$ cat src/rtl/bram_lsu_master.sv
// rtl/bram_lsu_master.sv - load/store initiator for the data_mem BRAM port B
//
// Purpose:
//   Turns one core load/store request (byte/half/word, signed/unsigned) into
//   enb/web/addrb/dinb beats on a 1-cycle registered-read BRAM. It then aligns
//   and extends the returned word. Requests are range-checked against
//   [MEM_OFFSET, MEM_OFFSET+MEM_BYTES). Misaligned or illegal-size requests are
//   answered with an error and never touch the BRAM.
//
// Optional feature macro: LSU_SPLIT_MISALIGN_EN
//   Undefined: a misaligned half or word is an error.
//   Defined:   an access that crosses a word boundary is split into two
//              consecutive beats (W, then W+4).
//
// Ports:
//   clk, reset                    clock and synchronous active-high reset
//   req_valid/req_ready           request handshake
//   req_we, req_size, req_unsigned, req_addr, req_wdata   request fields
//   rsp_valid, rsp_rdata, rsp_err one-cycle response, no backpressure
//   data_mem_*                    BRAM port B pins (clkb = clk, rstb tied 0)

module bram_lsu_master #(
  parameter logic [31:0] MEM_OFFSET = 32'h0000_0600,
  parameter int unsigned MEM_BYTES  = 16384
) (
  input  logic        clk,
  input  logic        reset,
  input  logic        req_valid,
  output logic        req_ready,
  input  logic        req_we,
  input  logic [1:0]  req_size,
  input  logic        req_unsigned,
  input  logic [31:0] req_addr,
  input  logic [31:0] req_wdata,
  output logic        rsp_valid,
  output logic [31:0] rsp_rdata,
  output logic        rsp_err,
  output logic        data_mem_clkb,
  output logic        data_mem_enb,
  output logic        data_mem_rstb,
  output logic [3:0]  data_mem_web,
  output logic [31:0] data_mem_addrb,
  output logic [31:0] data_mem_dinb,
  input  logic [31:0] data_mem_doutb,
  input  logic        data_mem_rstb_busy
);

  typedef enum logic [2:0] {IDLE, ISSUE, ISSUE2, CAPTURE, RESP, ERR} state_t;

  state_t      state;
  logic        we_q;
  logic        uns_q;
  logic [1:0]  size_q;
  logic [1:0]  lane_q;

  logic        accept;
  logic [31:0] off;
  logic [32:0] end_off;
  logic [2:0]  size_bytes;
  logic [3:0]  size_mask;
  logic [31:0] rep_data;
  logic [63:0] rep_rot;
  logic        misalign;
  logic        req_err;
  logic [31:0] rd_lane;
  logic [31:0] ld_data;

  assign data_mem_clkb = clk;
  assign data_mem_rstb = 1'b0;

  // RESP is the last cycle of a transaction; accepting there lets a new
  // request start back-to-back with the previous response.
  assign req_ready = ((state == IDLE) || (state == RESP)) & ~data_mem_rstb_busy & ~reset;
  assign accept    = req_valid & req_ready;

  always_comb begin
    size_bytes = 3'd4;
    size_mask  = 4'b1111;
    rep_data   = req_wdata;
    case (req_size)
      2'b00: begin
        size_bytes = 3'd1;
        size_mask  = 4'b0001;
        rep_data   = {4{req_wdata[7:0]}};
      end
      2'b01: begin
        size_bytes = 3'd2;
        size_mask  = 4'b0011;
        rep_data   = {2{req_wdata[15:0]}};
      end
      default: begin
        size_bytes = 3'd4;
        size_mask  = 4'b1111;
        rep_data   = req_wdata;
      end
    endcase
  end

  // Unsigned wrap of off makes addresses below MEM_OFFSET look huge, so one
  // compare covers both ends of the window. 33 bits keep off+size from wrapping.
  assign off     = req_addr - MEM_OFFSET;
  assign end_off = {1'b0, off} + {30'd0, size_bytes};

  // Replicated store data rotated into byte lanes; for aligned accesses the
  // rotation is the identity, for split accesses it places the low bytes at
  // the top of word W and the high bytes at the bottom of word W+4.
  assign rep_rot = {rep_data, rep_data} << {req_addr[1:0], 3'b000};

`ifdef LSU_SPLIT_MISALIGN_EN
  logic        span;
  logic        span_q;
  logic [7:0]  web_pair;
  logic [3:0]  web_hi_q;
  logic [31:0] lo_q;

  assign span     = ((req_size == 2'b01) && (req_addr[1:0] == 2'b11)) ||
                    ((req_size == 2'b10) && (req_addr[1:0] != 2'b00));
  assign misalign = 1'b0;
  assign web_pair = {4'b0000, size_mask} << req_addr[1:0];
  assign rd_lane  = 32'((span_q ? {data_mem_doutb, lo_q} : {32'd0, data_mem_doutb})
                        >> {lane_q, 3'b000});
`else
  logic [3:0] web_first;

  assign misalign  = ((req_size == 2'b01) && req_addr[0]) ||
                     ((req_size == 2'b10) && (req_addr[1:0] != 2'b00));
  assign web_first = size_mask << req_addr[1:0];
  assign rd_lane   = data_mem_doutb >> {lane_q, 3'b000};
`endif

  assign req_err = (req_size == 2'b11) || misalign || (end_off > 33'(MEM_BYTES));

  always_comb begin
    case (size_q)
      2'b00:   ld_data = {{24{~uns_q & rd_lane[7]}}, rd_lane[7:0]};
      2'b01:   ld_data = {{16{~uns_q & rd_lane[15]}}, rd_lane[15:0]};
      default: ld_data = rd_lane;
    endcase
  end

  always_ff @(posedge clk) begin
    if (reset) begin
      state          <= IDLE;
      data_mem_enb   <= 1'b0;
      data_mem_web   <= 4'b0000;
      data_mem_addrb <= 32'd0;
      data_mem_dinb  <= 32'd0;
      rsp_valid      <= 1'b0;
      rsp_rdata      <= 32'd0;
      rsp_err        <= 1'b0;
      we_q           <= 1'b0;
      uns_q          <= 1'b0;
      size_q         <= 2'b00;
      lane_q         <= 2'b00;
`ifdef LSU_SPLIT_MISALIGN_EN
      span_q         <= 1'b0;
      web_hi_q       <= 4'b0000;
      lo_q           <= 32'd0;
`endif
    end else begin
      rsp_valid <= 1'b0;
      rsp_err   <= 1'b0;
      rsp_rdata <= 32'd0;
      case (state)
        IDLE, RESP: begin
          state <= IDLE;
          if (accept) begin
            we_q   <= req_we;
            uns_q  <= req_unsigned;
            size_q <= req_size;
            lane_q <= req_addr[1:0];
            if (req_err) begin
              state     <= ERR;
              rsp_valid <= 1'b1;
              rsp_err   <= 1'b1;
            end else begin
              state          <= ISSUE;
              data_mem_enb   <= 1'b1;
              data_mem_addrb <= {off[31:2], 2'b00};
              data_mem_dinb  <= req_we ? rep_rot[63:32] : 32'd0;
`ifdef LSU_SPLIT_MISALIGN_EN
              span_q         <= span;
              data_mem_web   <= req_we ? web_pair[3:0] : 4'b0000;
              web_hi_q       <= req_we ? web_pair[7:4] : 4'b0000;
`else
              data_mem_web   <= req_we ? web_first : 4'b0000;
`endif
            end
          end
        end
        ISSUE: begin
`ifdef LSU_SPLIT_MISALIGN_EN
          if (span_q) begin
            state          <= ISSUE2;
            data_mem_addrb <= data_mem_addrb + 32'd4;
            data_mem_web   <= web_hi_q;
          end else begin
            state        <= CAPTURE;
            data_mem_enb <= 1'b0;
            data_mem_web <= 4'b0000;
          end
`else
          state        <= CAPTURE;
          data_mem_enb <= 1'b0;
          data_mem_web <= 4'b0000;
`endif
        end
`ifdef LSU_SPLIT_MISALIGN_EN
        ISSUE2: begin
          // First word of the split read is on doutb now.
          state        <= CAPTURE;
          data_mem_enb <= 1'b0;
          data_mem_web <= 4'b0000;
          lo_q         <= data_mem_doutb;
        end
`endif
        CAPTURE: begin
          state     <= RESP;
          rsp_valid <= 1'b1;
          rsp_rdata <= we_q ? 32'd0 : ld_data;
        end
        default: state <= IDLE;
      endcase
    end
  end

endmodule

$ cat config.mk
export PLATFORM = sky130hd
export DESIGN_NAME = bram_lsu_master
export DESIGN_NICKNAME = d
export VERILOG_FILES = /design/src/rtl/bram_lsu_master.sv
export SDC_FILE = /design/constraint.sdc
export NUM_CORES = 1
export LEC_CHECK = 0
export CORE_MARGIN = 2
export CORE_UTILIZATION = 50
export CTS_BUF_LIST = sky130_fd_sc_hd__clkbuf_4
export CTS_CLUSTER_DIAMETER = 40
export CTS_CLUSTER_SIZE = 20
export DETAILED_ROUTE_END_ITERATION = 12
export PLACE_DENSITY = 0.87
export SLEW_MARGIN = 5
export SYNTH_ARGS = -nofsm -noshare
export SYNTH_HDL_FRONTEND = slang
export SYNTH_SLANG_ARGS = --single-unit
$ cat constraint.sdc
create_clock -name clk -period 8.6 [get_ports clk]
set_input_delay 2.58 -clock clk [delete_from_list [all_inputs] [get_ports clk]]
set_output_delay 2.58 -clock clk [all_outputs]
set_load 0.02 [all_outputs]
==> qor.csv, run 1 <==
stage;metric;value;unit
status;status;finished clean;
critical_path;critical_path_required;6020;ps
yosys;synth.most_common_cell;dfxtp_1;
final_layout;final_util;66.90;%
floorplan;die_area;15330;um2
timing;tightest_slew;1062;ps
flow_run;maxCapViolCount;0;
critical_path;crit_chain;clkbuf_4 > clkbuf_4 > clkdlybuf4s50_1;
clock_network;clock_latency;570;ps
yosys;syn_avg_cell_area;8.393;um2
final_layout;drive_gt1_share;7.122;%
place;placed_cell_area;9161;um2
global_route;grt_pass1_wl;31030;um
global_route;antenna_found_initial;1;
yosys;synthFlopType;dfxtp_1;
yosys;synth_area;7176;um2
floorplan;rows;43;
global_route;grt_usage;25.67;%
place;dp_hpwl;15180;um
floorplan;coreArea;13930;um2
critical_path;cp_common_cell;clkbuf_4;
critical_path;cpPeakStageDelay;530;ps
floorplan;die_h;123.8;um
detailed_routing;routedWlPerCell;17.15;um
critical_path;critical_path_class;clock port to output pin;
yosys;syn_inst;855;
critical_path;arrival;5060;ps
yosys;synth_area_leaders;dfxtp_1, mux2i_1, nand2_1, nand2b_1, a21oi_1;
global_route;grt_pass1_vias;6264;
timing;slew_violations;0;
final_layout;finalNonFillerCells;1191;
yosys;yosysTopAreaCellShare;30.69;%
floorplan;die_w;123.8;um
timing;fin_hold_ws;474.7;ps
worst_hold_path;hold_end;data_mem_web[3]$_SDFFE_PP0P_;
detailed_routing;num_vias;7009;
clock_network;cts_resized;0;
power_and_ir_drop;p_per_area;111.9;nW/um2
yosys;yosys.area.top_type;dfxtp_1;
place;dp.cells;1173;
critical_path;startpoint_type;clock port;
final_layout;antennaDiodeCount;0;
detailed_routing;antenna_left;0;
final_layout;fin_nets;1117;
timing;final.setup_skew;23.11;ps
critical_path;end_kind;output pin;
final_layout;stdcell_area;9323;um2
critical_path;reg2reg_slack;5900;ps
yosys;yosysSeqAreaShare;30.69;%
final_layout;syn_to_final_growth;29.92;%
floorplan;start_util;51.50;%
clock_network;postCtsHoldBufs;0;
detailed_routing;first_pass_iters;6;
timing;rsz0062_at_grt;false;
timing;relSlewSlack;28.73;%
timing;setup_tns;0;ps
clock_network;path_clk_slew;150;ps
yosys;synth_warnings;0;
detailed_routing;via_per_inst;5.885;
place;port-buffer-count;206;
place;place_congestion;0.8950;
power_and_ir_drop;p_leak;3.088;nW
floorplan;io_pins;210;
critical_path;cp_slowest_cell;clkdlybuf4s50_1;
yosys;synth-edff-count;0;
yosys;synth_common_cells;dfxtp_1, nand2_1, mux2i_1;
critical_path;crit_path_max_fanout;2;
yosys;ys_seq_elements;110;
detailed_routing;routed_wl;20420;um
critical_path;ff2ff_path_depth;7;
clock_network;cts_tree;done;
worst_hold_path;worstHoldPathCells;2;
yosys;yosysUniqueCellTypes;78;
worst_hold_path;worstHoldStart;data_mem_web[3]$_SDFFE_PP0P_;
detailed_routing;initialDrtViolationCount;534;
clock_network;cts_setup_buffers;0;
yosys;ys_async_sr_fraction;0;%
global_route;overflow;0;
critical_path;rr_endpoint;rsp_rdata[29]$_SDFF_PP0_;
global_route;grt_max_degree;81;
critical_path;reg2reg_from;lane_q[0]$_SDFFE_PP0P_;
timing;setup_violations;0;
power_and_ir_drop;peakVddDrop;0.06473;mV
timing;hold_viol_final;0;
worst_hold_path;hold_class;register to register;
detailed_routing;drc;0;
-- power breakdown --
| part | leakage, nW | switching, mW | internal, mW |
|---|---|---|---|
| Sequential | 0.887 | 0.00268 | 0.513 |
| Clock | 0.0932 | 0.184 | 0.113 |
| Combinational | 2.11 | 0.124 | 0.107 |
| Total | 3.09 | 0.310 | 0.733 |
-- stage by stage --
| step | power (mW) | setup WS [ps] |
|---|---|---|
| final | 1.044 | 955.1 |
| after global routing | 1.090 | 917.8 |
| after CTS | 1.050 | 935.5 |
| after detailed placement | 0.7682 | 1163 |
| after global placement | 0.7636 | 1212 |
| after floorplan | 0.6795 | 1586 |
-- worst max-delay path by stage --
stage	startpoint	end	slack [ps]	cells after the start
6_report	clk	data_mem_clkb	960	3
5_1_grt	clk	data_mem_clkb	920	3
4_1_cts	clk	data_mem_clkb	940	3
3_5_place_dp	req_size[0]	data_mem_dinb[27]$_SDFFE_PP0P_	1160	14
3_3_place_gp	clk	data_mem_clkb	1210	1
2_1_floorplan	clk	data_mem_clkb	1590	1
-- cell type report --
class | instances | area [um2]
clock inverters | 6 | 71.32
inverters | 10 | 37.54
fillers | 1161 | 4612
clock buffers | 13 | 100.1
multi-input cells | 659 | 4572
flip-flops and latches | 110 | 2202
repair buffers | 213 | 2115
well taps | 180 | 225.2
-- per-layer routing --
layer	part of all wire, %	GRT usage [%]
met5	0.064	0
met4	4.2	13.35
met3	5.7	2.839
met2	47	41.79
met1	43	33.55
-- registers in the layout (all words and copies together), names as in the netlist --
name            flops
data_mem_web        4
lane_q              2
rsp_valid           1
state               3
data_mem_addrb     30
we_q                1
size_q              2
uns_q               1
data_mem_enb        1
rsp_rdata          32
data_mem_dinb      32
rsp_err             1
-- kinds of logic (layout without fill, tap and decap cells) --
family | count (synthesis) | after routing | synth area share, %
and+or+nand+nor | 318 | 318 | 23.98
buffers and inverters | 88 | 242 | 5.806
other | 1 | 3 | 0.05226
muxes | 102 | 102 | 15.71
xor gates and xnor gates | 24 | 24 | 2.929
adders and majority gates | 6 | 6 | 1.151
DFF | 110 | 110 | 30.69
AOI/OAI and AO/OA | 206 | 206 | 19.69
-- critical path, delay by kind of cell --
kind / cells / cell delay (ps)
buffers and inverters: 3 / 760
-- placed cells by master (no fill, tap or decap), types with 4 or more instances in the layout --
cell type and instances:
a211oi_1 11, a21boi_0 9, a21oi_1 54, a31oi_1 6, and3_1 4, buf_4 7, clkbuf_4 12, clkdlybuf4s50_1 204
dfxtp_1 110, ha_1 5, inv_1 8, mux2_2 15, mux2i_1 80, mux4_2 7, nand2_1 104, nand2b_1 58
nand3_1 20, nand4_1 8, nor2_1 37, nor2b_1 6, nor3_1 9, nor3b_1 19, nor4_1 9, o211ai_1 33
o21ai_0 26, o22ai_1 14, o31ai_1 10, or3_1 8, or4_1 9, xnor2_1 22
Power figures use the tool's default switching activity.
==> inputs of run 2 (changes only) <==
--- a/config.mk
+++ b/config.mk
@@ -11,6 +11,7 @@
 export CTS_CLUSTER_DIAMETER = 40
 export CTS_CLUSTER_SIZE = 20
 export DETAILED_ROUTE_END_ITERATION = 12
+export GPL_TIMING_DRIVEN = 1
 export PLACE_DENSITY = 0.87
 export SLEW_MARGIN = 5
 export SYNTH_ARGS = -nofsm -noshare
==> results of run 2 <==
Final layout, timing and power as in run 1 (identical DEF).
